===== src/rtl/seq_div_pkg.sv =====
// Shared definitions for the sequential restoring divider.
//   state_t       : controller state encoding (IDLE, RUN, DONE)
//   clog2()       : bits needed to hold a value range, used for the step counter
//   DIV0_QUOTIENT : quotient pattern reported on a divide by zero (all ones),
//                   sliced to the operand width by the user
package seq_div_pkg;

  typedef enum logic [1:0] {
    IDLE = 2'd0,
    RUN  = 2'd1,
    DONE = 2'd2
  } state_t;

  localparam int MAX_WIDTH = 32;

  // Divide by zero reports an all-ones quotient; the remainder is the dividend.
  localparam logic [MAX_WIDTH-1:0] DIV0_QUOTIENT = '1;

  // Number of bits needed to encode 'value' distinct codes (0 .. value-1).
  function automatic int clog2(input int value);
    int bits;
    bits = 0;
    for (int i = 0; i < 31; i++) begin
      if ((1 << i) < value) bits = i + 1;
    end
    return bits;
  endfunction

endpackage


===== src/rtl/div_step.sv =====
// One combinational restoring-division iteration.
//   rem_in  : partial remainder before the step (always < divisor)
//   quo_in  : working quotient register; its MSB is the next dividend bit
//   divisor : denominator magnitude
//   rem_out : partial remainder after shift and conditional subtract
//   quo_out : working quotient shifted left with the new quotient bit in bit 0
module div_step
  import seq_div_pkg::*;
#(
  parameter int WIDTH = 8
) (
  input  logic [WIDTH-1:0] rem_in,
  input  logic [WIDTH-1:0] quo_in,
  input  logic [WIDTH-1:0] divisor,
  output logic [WIDTH-1:0] rem_out,
  output logic [WIDTH-1:0] quo_out
);

  logic [WIDTH:0] shifted;
  logic [WIDTH:0] trial;
  logic           fits;

  // rem_in < divisor, so shifted < 2*divisor and the difference always lies
  // strictly between -2^WIDTH and 2^WIDTH: WIDTH+1 bits hold it exactly and
  // bit WIDTH is a valid sign bit.
  assign shifted = {rem_in, quo_in[WIDTH-1]};
  assign trial   = shifted - {1'b0, divisor};
  assign fits    = ~trial[WIDTH];

  // Per-bit restore mux: keep the difference when it is non-negative,
  // otherwise fall back to the shifted remainder.
  genvar gi;
  generate
    for (gi = 0; gi < WIDTH; gi++) begin : g_sel
      assign rem_out[gi] = fits ? trial[gi] : shifted[gi];
    end
  endgenerate

  assign quo_out = {quo_in[WIDTH-2:0], fits};

endmodule


===== src/rtl/seq_restoring_divider.sv =====
// Multi-cycle integer divider, one quotient bit per clock (restoring algorithm).
// Companion of the combinational multiplier in the multdiv unit.
//
// Ports:
//   clk          rising-edge clock
//   rst_n        asynchronous active-low reset
//   start        request pulse, accepted in IDLE or DONE only
//   dividend     numerator, sampled on acceptance
//   divisor      denominator, sampled on acceptance
//   busy         high while iterating (RUN)
//   done         one-cycle pulse, results valid
//   quotient     registered quotient, held until the next completion
//   remainder    registered remainder, held until the next completion
//   div_by_zero  set together with done when the divisor was zero
//
// Build option: define SEQ_DIV_SIGNED_EN for two's complement operands
// (quotient truncates toward zero, remainder takes the dividend's sign).
// Without it the unit is purely unsigned and no sign logic exists.
//
// Timing: the accepting edge is E0, steps run on E1..E_WIDTH, and done is
// high for the cycle after E_WIDTH. A zero divisor completes on E1.
module seq_restoring_divider
  import seq_div_pkg::*;
#(
  parameter int WIDTH = 8
) (
  input  logic             clk,
  input  logic             rst_n,
  input  logic             start,
  input  logic [WIDTH-1:0] dividend,
  input  logic [WIDTH-1:0] divisor,
  output logic             busy,
  output logic             done,
  output logic [WIDTH-1:0] quotient,
  output logic [WIDTH-1:0] remainder,
  output logic             div_by_zero
);

  localparam int CNT_W = clog2(WIDTH + 1);
  localparam logic [CNT_W-1:0] CNT_FULL = CNT_W'(WIDTH);
  localparam logic [CNT_W-1:0] CNT_ONE  = CNT_W'(1);

  state_t           state_reg;
  logic [WIDTH-1:0] divisor_reg;
  logic [WIDTH-1:0] rem_reg;
  logic [WIDTH-1:0] quo_reg;
  logic [CNT_W-1:0] count_reg;
  logic             zero_reg;

  logic [WIDTH-1:0] rem_next;
  logic [WIDTH-1:0] quo_next;
  logic [WIDTH-1:0] dividend_mag;
  logic [WIDTH-1:0] divisor_mag;
  logic [WIDTH-1:0] quo_final;
  logic [WIDTH-1:0] rem_final;
  logic             accept;
  logic             divisor_zero;

  assign accept       = start && (state_reg != RUN);
  assign divisor_zero = (divisor == '0);

  div_step #(
    .WIDTH (WIDTH)
  ) u_step (
    .rem_in  (rem_reg),
    .quo_in  (quo_reg),
    .divisor (divisor_reg),
    .rem_out (rem_next),
    .quo_out (quo_next)
  );

`ifdef SEQ_DIV_SIGNED_EN
  logic neg_quo_reg;
  logic neg_rem_reg;

  // The iteration works on magnitudes; signs are re-applied on the way into
  // the output registers, so the latency matches the unsigned build. The
  // most-negative magnitude is still correct read as unsigned, and negating
  // a most-negative quotient wraps back to itself.
  assign dividend_mag = dividend[WIDTH-1] ? (~dividend + WIDTH'(1)) : dividend;
  assign divisor_mag  = divisor[WIDTH-1]  ? (~divisor  + WIDTH'(1)) : divisor;
  assign quo_final    = neg_quo_reg ? (~quo_next + WIDTH'(1)) : quo_next;
  assign rem_final    = neg_rem_reg ? (~rem_next + WIDTH'(1)) : rem_next;

  always_ff @(posedge clk or negedge rst_n) begin
    if (!rst_n) begin
      neg_quo_reg <= 1'b0;
      neg_rem_reg <= 1'b0;
    end else if (accept) begin
      neg_quo_reg <= dividend[WIDTH-1] ^ divisor[WIDTH-1];
      neg_rem_reg <= dividend[WIDTH-1];
    end
  end
`else
  assign dividend_mag = dividend;
  assign divisor_mag  = divisor;
  assign quo_final    = quo_next;
  assign rem_final    = rem_next;
`endif

  always_ff @(posedge clk or negedge rst_n) begin
    if (!rst_n) begin
      state_reg   <= IDLE;
      divisor_reg <= '0;
      rem_reg     <= '0;
      quo_reg     <= '0;
      count_reg   <= '0;
      zero_reg    <= 1'b0;
      busy        <= 1'b0;
      done        <= 1'b0;
      quotient    <= '0;
      remainder   <= '0;
      div_by_zero <= 1'b0;
    end else begin
      done <= 1'b0;
      case (state_reg)
        IDLE, DONE: begin
          if (accept) begin
            // A zero divisor still spends one cycle in RUN so its result
            // lands on E1; the raw dividend is parked in quo_reg so it can
            // be returned as the remainder in either signedness.
            divisor_reg <= divisor_mag;
            rem_reg     <= '0;
            quo_reg     <= divisor_zero ? dividend : dividend_mag;
            count_reg   <= divisor_zero ? CNT_ONE : CNT_FULL;
            zero_reg    <= divisor_zero;
            div_by_zero <= 1'b0;
            busy        <= 1'b1;
            state_reg   <= RUN;
          end else begin
            state_reg <= IDLE;
          end
        end
        RUN: begin
          if (zero_reg) begin
            quotient    <= DIV0_QUOTIENT[WIDTH-1:0];
            remainder   <= quo_reg;
            div_by_zero <= 1'b1;
            count_reg   <= '0;
            busy        <= 1'b0;
            done        <= 1'b1;
            state_reg   <= DONE;
          end else begin
            rem_reg   <= rem_next;
            quo_reg   <= quo_next;
            count_reg <= count_reg - CNT_ONE;
            if (count_reg == CNT_ONE) begin
              quotient  <= quo_final;
              remainder <= rem_final;
              busy      <= 1'b0;
              done      <= 1'b1;
              state_reg <= DONE;
            end
          end
        end
        default: begin
          busy      <= 1'b0;
          state_reg <= IDLE;
        end
      endcase
    end
  end

endmodule


===== config.mk =====
export PLATFORM = sky130hd
export DESIGN_NAME = seq_restoring_divider
export DESIGN_NICKNAME = d
export VERILOG_FILES = /design/src/rtl/seq_div_pkg.sv /design/src/rtl/div_step.sv /design/src/rtl/seq_restoring_divider.sv
export SDC_FILE = /design/constraint.sdc
export NUM_CORES = 1
export LEC_CHECK = 0
export CORE_MARGIN = 3
export CORE_UTILIZATION = 32
export CTS_BUF_LIST = sky130_fd_sc_hd__clkbuf_4
export DETAILED_ROUTE_END_ITERATION = 8
export GPL_TIMING_DRIVEN = 1
export PLACE_DENSITY = 0.62
export SLEW_MARGIN = 10
export SYNTH_ARGS = -nofsm -noshare
export SYNTH_HDL_FRONTEND = slang
export SYNTH_SLANG_ARGS = --single-unit

===== constraint.sdc =====
create_clock -name clk -period 2.6 [get_ports clk]
set_input_delay 0.39 -clock clk [delete_from_list [all_inputs] [get_ports clk]]
set_output_delay 0.39 -clock clk [all_outputs]
set_load 0.01 [all_outputs]

==> impl_metrics.csv <==
group,metric,value,unit
run_status,status,"completed",
synth,yosysWarnings,0,
synth,synth_edf_count,0,
placement,post-place-ws,69.9,ps
placement,dp_hpwl,5.03,mm
power,p_int,2.53,mW
setup_path,rrSetupSlack,130,ps
grt,grt_remaining_overflow,0,
finish,layout_commonest_cell,"dfrtp_1",
setup_path,cp_max_fo,8,
grt,grt_max_degree,27,
cts,clk_pin_slew,190,ps
grt,antenna_found_initial,0,
power,seqPwrFrac,0.301,
power,ir_worst_vdd,0.000380,V
cts,h-tree-depth,2,
setup_path,rr_worst_depth,9,
cts,insertion_delay,400,ps
finish,nets,353,
cts,post_cts_buffers,0,
cts,cts.path.max_buffers,2,
synth,synth-main-ff-cell,"dfrtp_1",
floorplanning,die_x,96.3,um
sta,hold_viol_final,0,
cts,clock_sinks,50,
grt,grt_pass1_wl,10.9,mm
grt,grt.total_usage,0.153,
finish,areaGrowthSynthToFinish,22.0,%
setup_path,crit_path_end,"rem_reg[2]$_DFFE_PN0P_",
finish,n_fill_cell,783,
routing,drc_errors,0,
setup_path,crit_path_end_kind,"flop",
finish,antenna_cells,0,
sta,tns,0,ps
power,switchingPower,2.14,mW
sta,worst_slew_pin_slew,585,ps
floorplanning,start_util,0.334,
job,drv_cap,0,
placement,gp_congestion,0.831,
synth,synth_cell_type_count,45,
sta,drv_slew,0,
setup_path,crit_start,"quo_reg[7]$_DFFE_PN0P_",
routing,first_pass_iters,4,
setup_path,cp.required,2870,ps
sta,fin_ws,128,ps
synth,synth_top_area_share,0.479,
power,p_clk_frac,0.088,
setup_path,crit_arrival,2740,ps
floorplanning,dieArea,9280,sq um
routing,drt_wl_total,6.58,mm
power,p_leak,1.42,nW
cts,ctsRootBufferMaster,"clkbuf_4",
routing,ant_nets,0,
sta,setup_viol,0,
floorplanning,fp-row-count,32,
setup_path,critPathKind,"reg -> reg",
sta,grt_setup_unrepaired,"no",
cts,cts_tree,"yes",
floorplanning,dieHeight,96.3,um
placement,port_buffers,37,
power,switching_share,0.458,
power,combPwrFrac,0.612,
routing,viasPerCell,5.25,
floorplanning,fp.coreArea,7810,sq um
setup_path,worstReg2RegEnd,"rem_reg[2]$_DFFE_PN0P_",
floorplanning,io_pins,38,
synth,ys_ff_latch,50,
synth,synthesis.area,2610,sq um
finish,mostFrequentLayoutCells,"50 x dfrtp_1, 36 x clkdlybuf4s50_1, 34 x nand2_1",
sta,clock_skew,32.9,ps
cts,numCtsBuffers,5,
finish,final_cells,426,
routing,wl_per_cell,15.4,um
routing,num_vias,2236,
synth,yosysSeqAreaShare,0.479,
synth,async_flop_share,1.00,
setup_path,cp-start-kind,"flop",
synth,yosys.area.top_type,"dfrtp_1",
sta,post-route-min-period,2470,ps
sta,timing.final.crit_share,0.951,
synth,syn-num-nets,311,
synth,synth_area_leaders,"dfrtp_1 48%, nand2_1 4.9%, ha_1 4.8%",
sta,maxSlewHeadroom,0.610,
synth,avgSynthCellArea,9.29,sq um
sta,clock.fmax,405,MHz
placement,dp.cells,417,
power,power_per_cell_area,1470,nW/um^2
min_path,worstHoldPathType,"in -> async",
synth,syn_inst,281,
finish,layout-drive-gt1-share,0.0833,
grt,grt_pass1_vias,2137,
routing,drt_iter0_markers,194,
setup_path,reg2reg_from,"quo_reg[7]$_DFFE_PN0P_",
[logic make-up (layout without fill, tap and decap cells)]
logic type,Yosys count,in the layout,synth area share
flip-flops,50,50,0.479
AO/OA/AOI/OAI,90,90,0.218
buffers and inverters,32,75,0.0537
multiplexers,7,7,0.0288
XOR/XNOR,5,5,0.0168
adder cells (fa/ha/maj),11,11,0.0556
AND/OR/NAND/NOR,86,86,0.148
[synth_stat cells, types with 3 or more instances]
library cell,count
o22ai_1,20
nand3_1,8
dfrtp_1,50
o21ai_1,6
ha_1,10
a21o_1,3
nand2b_1,3
inv_1,17
o21ai_0,15
nor2b_1,4
nand2_1,34
xor2_1,3
a21oi_1,20
nor2_1,23
mux2i_1,6
clkbuf_1,9
a31oi_1,8
[worst min-delay path by stage]
stage | cells after the start | endpoint
finish | 2 | busy$_DFFE_PN0P_
global route | 2 | quo_reg[1]$_DFFE_PN0P_
CTS | 2 | quotient[2]$_DFFE_PN0P_
detailed placement | 1 | quotient[2]$_DFFE_PN0P_
global placement | 1 | quotient[2]$_DFFE_PN0P_
floorplan | 0 | busy$_DFFE_PN0P_
[repair_timing]
| item | in CTS | in global routing |
|---|---|---|
| hold endpoints to repair | 24 | 0 |
| gates resized for setup | 0 | 1 |
| hold buffers | 1 | 0 |
| setup endpoints to repair | 0 | 6 |
[power groups by stage]
| stage | combinational [mW] | clock (mW) | sequential [mW] |
|---|---|---|---|
| 6_report | 2.85 | 0.409 | 1.40 |
| 5_1_grt | 3.20 | 0.449 | 1.44 |
| 3_5_place_dp | 2.86 | 0 | 1.42 |
| 3_3_place_gp | 2.78 | 0 | 1.41 |
| 2_1_floorplan | 2.09 | 0 | 1.38 |
| 4_1_cts | 2.87 | 0.422 | 1.40 |
[per-layer routing]
layer / share of wire / track usage
met1: 0.45 / 0.209
met2: 0.51 / 0.251
met4: 0.0099 / 0.0444
met5: 0 / 0
met3: 0.030 / 0.0235
[worst max-delay path, cell delays in order (launching register included)]
cell      delay, ps
dfrtp_1         410
inv_1           120
ha_1            190
inv_1            60
fa_1            410
a211oi_2        230
o211a_1         230
o211a_2         340
mux2i_1         280
o22ai_1         110
[area by class of cell]
class / count / area, sq um / area share
clock buffers: 5 / 37.5 / 0.0118
clock inverters: 3 / 26.3 / 0.00825
inverters: 19 / 71.3 / 0.0224
multi-input cells: 199 / 1220 / 0.383
flip-flops and latches: 50 / 1250 / 0.393
well taps: 102 / 128 / 0.0401
repair buffers: 48 / 450 / 0.142
[metrics by stage]
step | hold WS, ps | total power [mW] | util | cell area [sq um]
2_1_floorplan | 94.4 | 3.47 | - | 2610
3_3_place_gp | 421 | 4.19 | 0.398 | 3110
3_5_place_dp | 431 | 4.27 | 0.398 | 3110
4_1_cts | 500 | 4.69 | 0.408 | 3180
5_1_grt | 529 | 5.09 | 0.408 | 3180
6_report | 491 | 4.66 | 0.408 | 3180
Note: power is estimated with default switching activity, not from simulation.
